File: config.mk
export PLATFORM = sky130hd
export DESIGN_NAME = modexp_ladder_sequencer
export DESIGN_NICKNAME = d
export VERILOG_FILES = /design/src/rtl/modexp_ladder_sequencer.sv
export SDC_FILE = /design/constraint.sdc
export NUM_CORES = 1
export LEC_CHECK = 0
export ABC_AREA = 1
export BUFFER_PORTS_ARGS = -buffer_cell sky130_fd_sc_hd__buf_2
export CORE_AREA = 2 2 69 71
export CTS_CLUSTER_DIAMETER = 30
export DETAILED_ROUTE_END_ITERATION = 7
export DIE_AREA = 0 0 71 73
export PLACE_DENSITY = 0.81
export SLEW_MARGIN = 20
export SYNTH_ARGS = -nofsm -noshare
export SYNTH_HDL_FRONTEND = slang
export SYNTH_SLANG_ARGS = --single-unit
File: constraint.sdc
create_clock -name clk -period 3.6 [get_ports clk]
set_input_delay 0.36 -clock clk [delete_from_list [all_inputs] [get_ports clk]]
set_output_delay 0.36 -clock clk [all_outputs]
set_load 0.01 [all_outputs]
File: src/rtl/modexp_ladder_sequencer.sv
// Montgomery-ladder sequencer for RSA modular exponentiation.
// Schedules two external Montgomery multipliers (SQ squarer, MUL multiplier)
// that run in parallel on each exponent bit; the 1024-bit datapath (R0, R1,
// operand muxes) lives outside this block.
//
// Ports:
//   clk, reset            - clock, asynchronous active-high reset
//   start                 - one-cycle request, accepted only while idle
//   exponent, exp_len     - exponent and number of bits to process (clamped to EXP_W)
//   busy, done            - busy outside idle; one-cycle completion pulse (result in R0)
//   sq_start, mul_start   - start pulses to the SQ / MUL units
//   sq_done, mul_done     - completion pulses from the SQ / MUL units
//   sq_sel                - SQ operand: 0=R0, 1=R1
//   mul_sel               - MUL operands: 0=(x,R2_N), 1=(R0,R1), 2=(R0,1)
//   r0_load_rn            - load R0 with R_N
//   r0_we, r0_src         - R0 write enable / source (0=MUL, 1=SQ)
//   r1_we, r1_src         - R1 write enable / source (0=MUL, 1=SQ)
module modexp_ladder_sequencer #(
    parameter int EXP_W = 32,
    parameter int LEN_W = 6
) (
    input  logic             clk,
    input  logic             reset,
    input  logic             start,
    input  logic [EXP_W-1:0] exponent,
    input  logic [LEN_W-1:0] exp_len,
    output logic             busy,
    output logic             done,
    output logic             sq_start,
    output logic             mul_start,
    input  logic             sq_done,
    input  logic             mul_done,
    output logic             sq_sel,
    output logic [1:0]       mul_sel,
    output logic             r0_load_rn,
    output logic             r0_we,
    output logic             r0_src,
    output logic             r1_we,
    output logic             r1_src
);

    localparam int IDX_W = (EXP_W > 1) ? $clog2(EXP_W) : 1;
    localparam logic [LEN_W-1:0] EXP_W_L = LEN_W'(EXP_W);

    typedef enum logic [3:0] {
        ST_IDLE,
        ST_INIT_S,
        ST_INIT_W,
        ST_STEP_S,
        ST_STEP_W,
        ST_STEP_WB,
        ST_FIN_S,
        ST_FIN_W,
        ST_DONE
    } state_t;

    state_t           state;
    state_t           state_n;
    logic [EXP_W-1:0] exp_q;
    logic             len_zero;
    logic [IDX_W-1:0] idx;
    logic             cur_bit;
    logic             sq_flag;
    logic             mul_flag;
    logic [LEN_W-1:0] len_c;

    assign len_c = (exp_len > EXP_W_L) ? EXP_W_L : exp_len;

    always_ff @(posedge clk or posedge reset) begin
        if (reset) begin
            state <= ST_IDLE;
        end else begin
            state <= state_n;
        end
    end

    always_ff @(posedge clk or posedge reset) begin
        if (reset) begin
            exp_q    <= '0;
            len_zero <= 1'b0;
            idx      <= '0;
            cur_bit  <= 1'b0;
            sq_flag  <= 1'b0;
            mul_flag <= 1'b0;
        end else begin
            case (state)
                ST_IDLE: begin
                    if (start) begin
                        exp_q    <= exponent;
                        len_zero <= (len_c == '0);
                        // Wraps when len is zero; idx is never used on that path.
                        idx      <= IDX_W'(len_c - LEN_W'(1));
                    end
                end
                ST_STEP_S: begin
                    cur_bit  <= exp_q[idx];
                    sq_flag  <= 1'b0;
                    mul_flag <= 1'b0;
                end
                ST_STEP_W: begin
                    // Remember whichever unit finished first so arrival order is free.
                    if (sq_done)  sq_flag  <= 1'b1;
                    if (mul_done) mul_flag <= 1'b1;
                end
                ST_STEP_WB: begin
                    if (idx != '0) idx <= idx - IDX_W'(1);
                end
                default: ;
            endcase
        end
    end

    always_comb begin
        state_n    = state;
        busy       = (state != ST_IDLE);
        done       = 1'b0;
        sq_start   = 1'b0;
        mul_start  = 1'b0;
        sq_sel     = 1'b0;
        mul_sel    = 2'd0;
        r0_load_rn = 1'b0;
        r0_we      = 1'b0;
        r0_src     = 1'b0;
        r1_we      = 1'b0;
        r1_src     = 1'b0;
        case (state)
            ST_IDLE: begin
                if (start) state_n = ST_INIT_S;
            end
            ST_INIT_S: begin
                mul_start  = 1'b1;
                r0_load_rn = 1'b1;
                state_n    = ST_INIT_W;
            end
            ST_INIT_W: begin
                if (mul_done) begin
                    r1_we   = 1'b1;
                    state_n = len_zero ? ST_FIN_S : ST_STEP_S;
                end
            end
            ST_STEP_S: begin
                sq_start  = 1'b1;
                mul_start = 1'b1;
                mul_sel   = 2'd1;
                sq_sel    = exp_q[idx];
                state_n   = ST_STEP_W;
            end
            ST_STEP_W: begin
                mul_sel = 2'd1;
                sq_sel  = cur_bit;
                if ((sq_flag | sq_done) & (mul_flag | mul_done)) state_n = ST_STEP_WB;
            end
            ST_STEP_WB: begin
                mul_sel = 2'd1;
                sq_sel  = cur_bit;
                r0_we   = 1'b1;
                r1_we   = 1'b1;
                r0_src  = ~cur_bit;
                r1_src  = cur_bit;
                state_n = (idx == '0) ? ST_FIN_S : ST_STEP_S;
            end
            ST_FIN_S: begin
                mul_start = 1'b1;
                mul_sel   = 2'd2;
                state_n   = ST_FIN_W;
            end
            ST_FIN_W: begin
                mul_sel = 2'd2;
                if (mul_done) begin
                    r0_we   = 1'b1;
                    state_n = ST_DONE;
                end
            end
            ST_DONE: begin
                done    = 1'b1;
                state_n = ST_IDLE;
            end
            default: state_n = ST_IDLE;
        endcase
    end

endmodule

==> results of run 1 <==
==> power groups by stage <==
stage | Combinational (mW) | Sequential [mW] | Clock (mW)
floorplan | 0.888 | 0.852 | 0
global placement | 0.992 | 0.947 | 0
detailed placement | 1.03 | 0.948 | 0
CTS | 1.03 | 0.943 | 0.321
global route | 1.18 | 0.978 | 0.340
finish | 1.02 | 0.944 | 0.316
==> cells in the final DEF, fill, tap and decap left out, types with 4 or more instances in the layout <==
| cell | n |
|---|---|
| nand2_1 | 162 |
| buf_2 | 54 |
| nand3_1 | 32 |
| nor2_1 | 20 |
| a21oi_1 | 4 |
| dfrtp_1 | 45 |
| inv_2 | 7 |
| clkbuf_8 | 6 |
| o21ai_1 | 5 |
| inv_1 | 15 |
| o21ai_0 | 9 |
| nand4_1 | 5 |
==> sequential cells by signal, summed over array words and instances (netlist names) <==
name,cells
state,4
exp_q,32
mul_flag,1
idx,5
len_zero,1
cur_bit,1
sq_flag,1
==> area by class of cell <==
cell class / count / area, sq um
flip-flops and latches: 45 / 1126
repair buffers: 55 / 277.8
clock inverters: 1 / 7.507
well taps: 54 / 67.56
fillers: 412 / 1734
multi-input cells: 256 / 1146
clock buffers: 6 / 82.58
inverters: 25 / 93.84
==> synthesized netlist by cell type (2+ instances only) <==
| cell type | count | area share |
|---|---|---|
| buf_6 | 4 | 0.018 |
| o21ai_0 | 9 | 0.018 |
| nand2_4 | 3 | 0.014 |
| o21ai_1 | 5 | 0.010 |
| dfrtp_1 | 45 | 0.46 |
| clkinv_1 | 2 | 0.0031 |
| o21ai_2 | 3 | 0.011 |
| nor2_4 | 3 | 0.014 |
| nand2_1 | 162 | 0.25 |
| nand3_1 | 32 | 0.065 |
| buf_4 | 2 | 0.0061 |
| buf_2 | 5 | 0.010 |
| nand4_1 | 5 | 0.013 |
| nor2_1 | 20 | 0.031 |
| inv_1 | 16 | 0.025 |
| a21oi_1 | 4 | 0.0082 |
| inv_2 | 7 | 0.011 |
| nor3_1 | 2 | 0.0041 |
==> stage by stage <==
step | setup WS [ns] | power (mW)
3_3_place_gp | 1.610 | 1.939
5_1_grt | 0.9936 | 2.502
2_1_floorplan | 1.967 | 1.740
4_1_cts | 1.185 | 2.297
3_5_place_dp | 1.533 | 1.976
6_report | 1.197 | 2.284
==> logic make-up (layout without fill, tap and decap cells) <==
| group | count (synthesis) | in the layout | synth area share |
|---|---|---|---|
| AO/OA/AOI/OAI | 25 | 25 | 0.06483 |
| adder cells (fa/ha/maj) | 1 | 1 | 0.005104 |
| buffers and inverters | 36 | 87 | 0.07300 |
| flip-flops | 45 | 45 | 0.4594 |
| AND/OR/NAND/NOR | 230 | 230 | 0.3976 |
==> per-layer routing <==
layer	routed length [um]	up-vias
met4	48	0
met5	0	-
li1	-	1155
met2	2698	69
met1	2373	1021
met3	265	6
==> worst max-delay path: stages, from the launching register on <==
cell	delay, ns
dfrtp_1	0.69
inv_2	0.26
nand2_1	0.11
nand3_1	0.07
nand3_1	0.08
nand2_1	0.06
nand2_1	0.05
nand3_1	0.09
nand3_1	0.14
nand2_1	0.06
buf_2	0.13
==> worst paths after layout <==
path | from | end | slack [ns] | depth (start not counted)
worst min-delay path | reset | sq_flag$_DFFE_PP0P_ | 0.18 | 3
worst min register to register | exp_q[14]$_DFFE_PP0P_ | exp_q[14]$_DFFE_PP0P_ | 0.49 | 2
worst max register to register | state[3]$_DFFE_PP0P_ | len_zero$_DFFE_PP0P_ | 1.62 | 7
max in group asynchronous | reset | len_zero$_DFFE_PP0P_ | 3.03 | 3
min in group clk | exponent[20] | exp_q[20]$_DFFE_PP0P_ | 0.25 | 3
worst max-delay path | idx[0]$_DFFE_PP0P_ | sq_sel | 1.20 | 10
==> results.sh, run 1 <==
export IMPL_grt_busiest_layer="met2"
export IMPL_relSlewSlack=0.6319
export IMPL_grt_pass1_vias=2084
export IMPL_antenna_found_initial=0
export IMPL_clk_pin_slew_ns=0.08
export IMPL_cts_hold_buf=0
export IMPL_postSynthCellCount=337
export IMPL_clock_path_buffers=2
export IMPL_first_pass_iters=4
export IMPL_finalSetupViolations=0
export IMPL_start_kind="register"
export IMPL_cp_end_kind="primary output"
export IMPL_finalClockSkew_ns=0.004595
export IMPL_post_route_drc_count=0
export IMPL_start_util=0.5404
export IMPL_die_area_sq_um=5183
export IMPL_p_per_area_nw_per_um2=815.2
export IMPL_die_h_um=73
export IMPL_ys_flop_type="dfrtp_1"
export IMPL_grtUsageMet1=0.2798
export IMPL_intPower_mw=1.262
export IMPL_status="finished, final reports clean"
export IMPL_grt_max_degree=46
export IMPL_synth_async_reset_ratio=1.000
export IMPL_ys_types=26
export IMPL_switching_share=0.4475
export IMPL_die_w_um=71
export IMPL_power_leakage_nw=1.575
export IMPL_cts_sinks=45
export IMPL_cp_required_ns=3.24
export IMPL_post_cts_resized=0
export IMPL_synth_edff_count=0
export IMPL_tightest_slew_ns=0.5522
export IMPL_finalNonFillerCells=442
export IMPL_clock_latency_ns=0.29
export IMPL_synth_warnings=0
export IMPL_grt_pass1_wl_mm=9.273
export IMPL_htree_levels=2
export IMPL_fin_crit_ns=2.403
export IMPL_fin_nets=432
export IMPL_synth_seq_cells=45
export IMPL_drive_gt1_frac=0.2113
export IMPL_hold_viol_final=0
export IMPL_synth_nets=381
export IMPL_ant_nets=0
export IMPL_ys_seq_area_frac=0.4594
export IMPL_power_frac_seq=0.413
export IMPL_power_share_clock=0.138
export IMPL_setup_tns_ns=0
export IMPL_utilization=0.6177
export IMPL_dpl_cell_area_sq_um=2711
export IMPL_io_pins=55
export IMPL_drt_first_iter_violations=120
export IMPL_dpl_hpwl_mm=3.958
export IMPL_drv_cap=0
export IMPL_netlist_area_sq_um=2451
export IMPL_wl_per_cell_um=12.19
export IMPL_rsz0062_at_grt="no"
export IMPL_critPathKind="register to primary output"
export IMPL_period_share=0.6676
export IMPL_rows=25
export IMPL_grt_use_met2=0.4060
export IMPL_syn_to_final_growth_pct=14.29
export IMPL_avgSynthCellArea_sq_um=7.273
export IMPL_combPwrFrac=0.448
export IMPL_cts_buffers=5
export IMPL_place_gp_congestion=0.8720
export IMPL_path_max_fanout=18
export IMPL_slew_viol_final=0
export IMPL_num_vias=2251
export IMPL_vias_per_cell=5.093
export IMPL_cts_root_buf="clkbuf_8"
export IMPL_arrival_ns=2.04
export IMPL_post_cts_setup_buffers=0
export IMPL_max_freq_ghz=0.4161
export IMPL_whs_ns=0.1838
export IMPL_worstHoldPathType="input port to asynchronous set/reset pin"
export IMPL_power_net_switching_mw=1.022
export IMPL_cts_tree="built"
export IMPL_finalWirelength_mm=5.386
export IMPL_coreArea_sq_um=4536
export IMPL_fin_area_sq_um=2801
export IMPL_grt_usage=0.2257
export IMPL_grt_overflow=0
export IMPL_num_antenna_cells=0
export IMPL_met3_usage=0.04834
export IMPL_dp_cells=435
export IMPL_irDropWorstVdd_mv=0.3496
export IMPL_io_buffers=54
No activity file was read; power rests on OpenSTA's default activity.
==> run 2: changes to the inputs <==
CORE_AREA = 2 2 74 76   (was 2 2 69 71)
DIE_AREA = 0 0 76 78   (was 0 0 71 73)
PLACE_DENSITY = 0.75   (was 0.81)
clock period = 2 ns   (was 3.6 ns; I/O delays follow)
==> run 2 against run 1 <==
Cell count is 4.8% higher. Wire length is 2.8% higher. Count of clock-buffer cells in the layout is 1 lower. Critical path type unchanged. Largest power group unchanged.
==> results.sh, run 2 (synthesis results as in run 1) <==
export IMPL_finalWirelength_mm=5.537
export IMPL_start_kind="register"
export IMPL_tightest_slew_ns=0.5674
export IMPL_slew_viol_final=0
export IMPL_r2r_slack_ns=0.27
export IMPL_hold_viol_final=0
export IMPL_fin_nets=436
export IMPL_worstHoldPathType="input port to asynchronous set/reset pin"
export IMPL_cts_sinks=45
export IMPL_cts_buffers=5
export IMPL_relSlewSlack=0.6217
export IMPL_coreArea_sq_um=5042
export IMPL_num_antenna_cells=0
export IMPL_top_register="exp_q"
export IMPL_cp_end_kind="primary output"
export IMPL_first_pass_iters=4
export IMPL_cp_slowest_cell="dfrtp_1"
export IMPL_cts_root_buf="clkbuf_8"
export IMPL_final_setup_worst_slack_ns=0.1589
export IMPL_grt_usage=0.1988
export IMPL_clk_pin_slew_ns=0.09
export IMPL_reg_top3="exp_q (32), idx (5), state (4)"
export IMPL_num_vias=2254
export IMPL_period_share=0.9205
export IMPL_status="finished, final reports clean"
export IMPL_clock_path_buffers=2
export IMPL_grt_pass1_wl_mm=9.618
export IMPL_cp_required_ns=1.80
export IMPL_drive_gt1_frac=0.2290
export IMPL_irDropWorstVdd_mv=0.7328
export IMPL_drt_first_iter_violations=107
export IMPL_rows=26
export IMPL_grt_overflow=0
export IMPL_arrival_ns=1.64
export IMPL_dp_slack_ns=0.3045
export IMPL_setup_tns_ns=0
export IMPL_post_route_drc_count=0
export IMPL_slowest_delay_ns=0.41
export IMPL_die_area_sq_um=5928
export IMPL_vias_per_cell=4.868
export IMPL_start_util=0.4861
export IMPL_grt_pass1_vias=2129
export IMPL_clock_latency_ns=0.30
export IMPL_die_h_um=78
export IMPL_final_cell_mix="nand2_1 (162), buf_2 (54), dfrtp_1 (45)"
export IMPL_wl_per_cell_um=11.96
export IMPL_cts_tree="built"
export IMPL_dpl_hpwl_mm=4.109
export IMPL_htree_levels=2
export IMPL_syn_to_final_growth_pct=18.63
export IMPL_finalSetupViolations=0
export IMPL_path_cells="clkinvlp_4 -> nand3_1 -> nand3_1 -> nand2_1 -> nand2_1 -> nand3_1 -> nand3_2 -> nand2_1 -> buf_2"
export IMPL_io_buffers=54
export IMPL_largest_reg_flops=32
export IMPL_drv_cap=0
export IMPL_antenna_found_initial=0
export IMPL_io_pins=55
export IMPL_power_leakage_nw=1.618
export IMPL_ant_nets=0
export IMPL_place_gp_congestion=0.9670
export IMPL_die_w_um=76
export IMPL_layout_commonest_cell="nand2_1"
export IMPL_path_max_fanout=9
export IMPL_grt_max_degree=46
export IMPL_p_per_area_nw_per_um2=1506
export IMPL_fin_crit_ns=1.841
export IMPL_finalClockSkew_ns=0.01026
export IMPL_critPathKind="register to primary output"
export IMPL_max_freq_ghz=0.5432
==> run 2: changes by cell type in the layout (fill, tap and decap cells not counted), sizes merged <==
cell    change
buf         +4
inv         +2
bufinv      +1
clkbuf      -1
clkinv      -1
==> run 2: per-stage QoR <==
| step | power (mW) | instance area (sq um) | std cells | util | hold WS, ns |
|---|---|---|---|---|---|
| CTS | 4.368 | 2887 | 463 | 0.5725 | 0.05215 |
| floorplan | 3.132 | 2451 | 337 | - | 0.2915 |
| global route | 4.786 | 2908 | 463 | 0.5767 | 0.07935 |
| finish | 4.378 | 2908 | 463 | 0.5767 | 0.02918 |
| detailed placement | 3.655 | 2774 | 455 | 0.5501 | 0.3736 |
| global placement | 3.604 | 2774 | 455 | 0.5501 | 0.3773 |
==> run 2: worst max-delay path, delay by kind of cell, from the launching register on <==
kind / cells / cell delay [ns]
and+or+nand+nor: 7 / 0.61
buffers and inverters: 2 / 0.33
DFF: 1 / 0.41
==> run 2: final timing paths <==
kind                                       from               endpoint  cells past startpoint
setup / recovery             idx[1]$_DFFE_PP0P_                 sq_sel                      9
hold / removal                            reset  exp_q[19]$_DFFE_PP0P_                      3
setup reg to reg           state[0]$_DFFE_PP0P_     idx[4]$_DFFE_PP0P_                      9
hold reg to reg            exp_q[3]$_DFFE_PP0P_   exp_q[3]$_DFFE_PP0P_                      2
max in group asynchronous                 reset   state[1]$_DFFE_PP0P_                      3
min in group clk                    exponent[8]   exp_q[8]$_DFFE_PP0P_                      3
==> run 2: metal layers <==
layer	share of wire	track usage
met1	0.47	0.2656
met2	0.46	0.3304
met5	0	0
met4	0.017	0.06545
met3	0.051	0.03488
==> run 2: cell type report <==
cell class | instances | area (sq um)
Sequential cell | 45 | 1126
Multi-Input combinational cell | 256 | 1154
Tap cell | 70 | 87.58
Timing Repair Buffer | 59 | 327.8
Clock buffer | 5 | 68.82
Clock inverter | 3 | 43.79
Fill cell | 496 | 2135
Inverter | 25 | 100.1
==> run 2: repair_timing <==
item | in CTS | in global routing
gates resized for setup | 0 | 6
hold buffers | 0 | 0
setup buffers | 0 | 0
endpoints found under the setup margin | 0 | 2
==> run 2: report_power, final <==
group | internal (mW) | switching (mW) | leakage [nW]
clock network | 0.375 | 0.326 | 0.0585
registers | 1.32 | 0.305 | 0.564
logic | 0.757 | 1.29 | 0.996
==> run 3: changes to the inputs <==
CORE_AREA = 5 5 77 79   (was 2 2 74 76)
DIE_AREA = 0 0 82 84   (was 0 0 76 78)
==> run 3 against run 2 <==
Power decreased by 2.5%. Fmax shrank 1.6%. Count of clock-buffer cells in the layout rose by 2. Clock power down 13%. Critical path type unchanged. Largest power group unchanged.
==> results.sh, run 3 (synthesis results as in run 1) <==
export IMPL_status="finished, final reports clean"
export IMPL_dp_slack_ns=0.2984
export IMPL_finalNonFillerCells=465
export IMPL_timing_rr_start="state[3]$_DFFE_PP0P_"
export IMPL_relSlewSlack=0.4746
export IMPL_p_per_area_nw_per_um2=1464
export IMPL_reg_top3="exp_q (32), idx (5), state (4)"
export IMPL_first_pass_iters=4
export IMPL_path_max_fanout=9
export IMPL_period_share=0.9355
export IMPL_syn_to_final_growth_pct=18.94
export IMPL_hold_path_end="exp_q[2]$_DFFE_PP0P_"
export IMPL_drv_cap=0
export IMPL_dp_cells=456
export IMPL_grt_busiest_layer="met2"
export IMPL_rows=27
export IMPL_num_vias=2260
export IMPL_worstHoldPathType="input port to register"
export IMPL_num_antenna_cells=0
export IMPL_hold_viol_final=0
export IMPL_fin_area_sq_um=2915
export IMPL_wl_per_cell_um=11.84
export IMPL_setup_tns_ns=0
export IMPL_start_kind="register"
export IMPL_met3_usage=0.03456
export IMPL_worstHoldStart="exponent[2]"
export IMPL_reg2regPathDepth=7
export IMPL_post_route_drc_count=0
export IMPL_reg2reg_to="len_zero$_DFFE_PP0P_"
export IMPL_antenna_found_initial=0
export IMPL_dpl_cell_area_sq_um=2769
export IMPL_top_register="exp_q"
export IMPL_cp_end_kind="primary output"
export IMPL_clock_path_buffers=2
export IMPL_clock_latency_ns=0.29
export IMPL_cp_required_ns=1.80
export IMPL_grt_pass1_wl_mm=9.618
export IMPL_r2r_slack_ns=0.29
export IMPL_dpl_hpwl_mm=4.034
export IMPL_io_buffers=54
export IMPL_grtUsageMet1=0.2359
export IMPL_largest_reg_flops=32
export IMPL_clk_pin_slew_ns=0.08
export IMPL_power_leakage_nw=1.614
export IMPL_path_cells="clkinvlp_4 -> nand3_1 -> nand3_1 -> nand2_1 -> nand2_1 -> nand3_1 -> nand3_2 -> nand2_1 -> buf_2"
export IMPL_place_gp_congestion=0.8915
export IMPL_drt_first_iter_violations=108
export IMPL_finalClockSkew_ns=0.007951
export IMPL_ant_nets=0
export IMPL_critPathKind="register to primary output"
export IMPL_grt_usage=0.1717
export IMPL_grt_overflow=0
export IMPL_layout_commonest_cell="nand2_1"
export IMPL_slowest_delay_ns=0.40
export IMPL_final_cell_mix="nand2_1 (162), buf_2 (54), dfrtp_1 (44)"
export IMPL_coreArea_sq_um=5270
export IMPL_finalSetupViolations=0
export IMPL_arrival_ns=1.67
export IMPL_cts_tree="built"
export IMPL_grt_use_met2=0.2719
export IMPL_max_freq_ghz=0.5345
export IMPL_start_util=0.4651
export IMPL_cts_buffers=5
export IMPL_die_w_um=82
export IMPL_irDropWorstVdd_mv=0.8708
export IMPL_grt_max_degree=35
export IMPL_fin_crit_ns=1.871
export IMPL_final_setup_worst_slack_ns=0.1291
export IMPL_post_cts_setup_buffers=0
export IMPL_htree_levels=2
export IMPL_holdPathStages=3
export IMPL_grt_pass1_vias=2220
export IMPL_cp_slowest_cell="dfrtp_1"
export IMPL_cts_root_buf="clkbuf_8"
export IMPL_rsz0062_at_grt="yes"
export IMPL_drive_gt1_frac=0.2316
export IMPL_die_area_sq_um=6888
export IMPL_cts_sinks=45
export IMPL_fin_nets=436
export IMPL_finalWirelength_mm=5.505
export IMPL_io_pins=55
export IMPL_die_h_um=84
export IMPL_tightest_slew_ns=0.7833
export IMPL_slew_viol_final=0
export IMPL_vias_per_cell=4.860
-- run 3: worst max path at each step --
stage                            to  depth (start not counted)  slack [ns]                  from
2_1_floorplan    idx[4]$_DFFE_PP0P_                         10        0.46  state[3]$_DFFE_PP0P_
3_3_place_gp     idx[4]$_DFFE_PP0P_                          8        0.33  state[3]$_DFFE_PP0P_
3_5_place_dp   len_zero$_DFFE_PP0P_                          7        0.30  state[3]$_DFFE_PP0P_
4_1_cts                      sq_sel                          9        0.01    idx[1]$_DFFE_PP0P_
5_1_grt                       r0_we                          6      -0.002  state[3]$_DFFE_PP0P_
6_report                     sq_sel                          9        0.13    idx[1]$_DFFE_PP0P_
-- run 3: what timing repair did --
item,in CTS,in global routing
endpoints found under the setup margin,0,2
resized for setup,0,11
hold endpoints to repair,20,0
hold buffers,1,0
-- run 3: routing by layer --
layer | routed length, um | vias to the layer above
li1 | - | 1167
met5 | 0 | -
met1 | 2511 | 1024
met2 | 2616 | 64
met3 | 331 | 5
met4 | 46 | 0
-- run 3: report_power, final --
| group | total, mW | leakage, nW | internal [mW] | switching (mW) |
|---|---|---|---|---|
| registers | 1.61 | 0.563 | 1.33 | 0.288 |
| clock network | 0.611 | 0.0542 | 0.312 | 0.299 |
| logic | 2.04 | 0.997 | 0.753 | 1.29 |
-- run 3: per-stage QoR --
stage,utilization,hold WS (ns),power [mW]
floorplan,-,0.2915,3.132
global placement,0.5254,0.2790,3.564
detailed placement,0.5254,0.2806,3.612
CTS,0.5465,0.08940,4.232
global route,0.5532,0.08681,4.687
finish,0.5532,0.09161,4.269
-- run 3: cell type report --
| type | instances | area, sq um |
|---|---|---|
| repair buffers | 59 | 335.3 |
| inverters | 25 | 102.6 |
| multi-input cells | 256 | 1159 |
| fillers | 544 | 2355 |
| flip-flops and latches | 45 | 1127 |
| clock buffers | 7 | 96.34 |
| well taps | 72 | 90.09 |
| clock inverters | 1 | 5.005 |
-- run 3: worst max-delay path: cells and delay by family (launching register included) --
family	cells	cell delay, ns
DFF	1	0.40
buffers and inverters	2	0.35
and+or+nand+nor	7	0.63
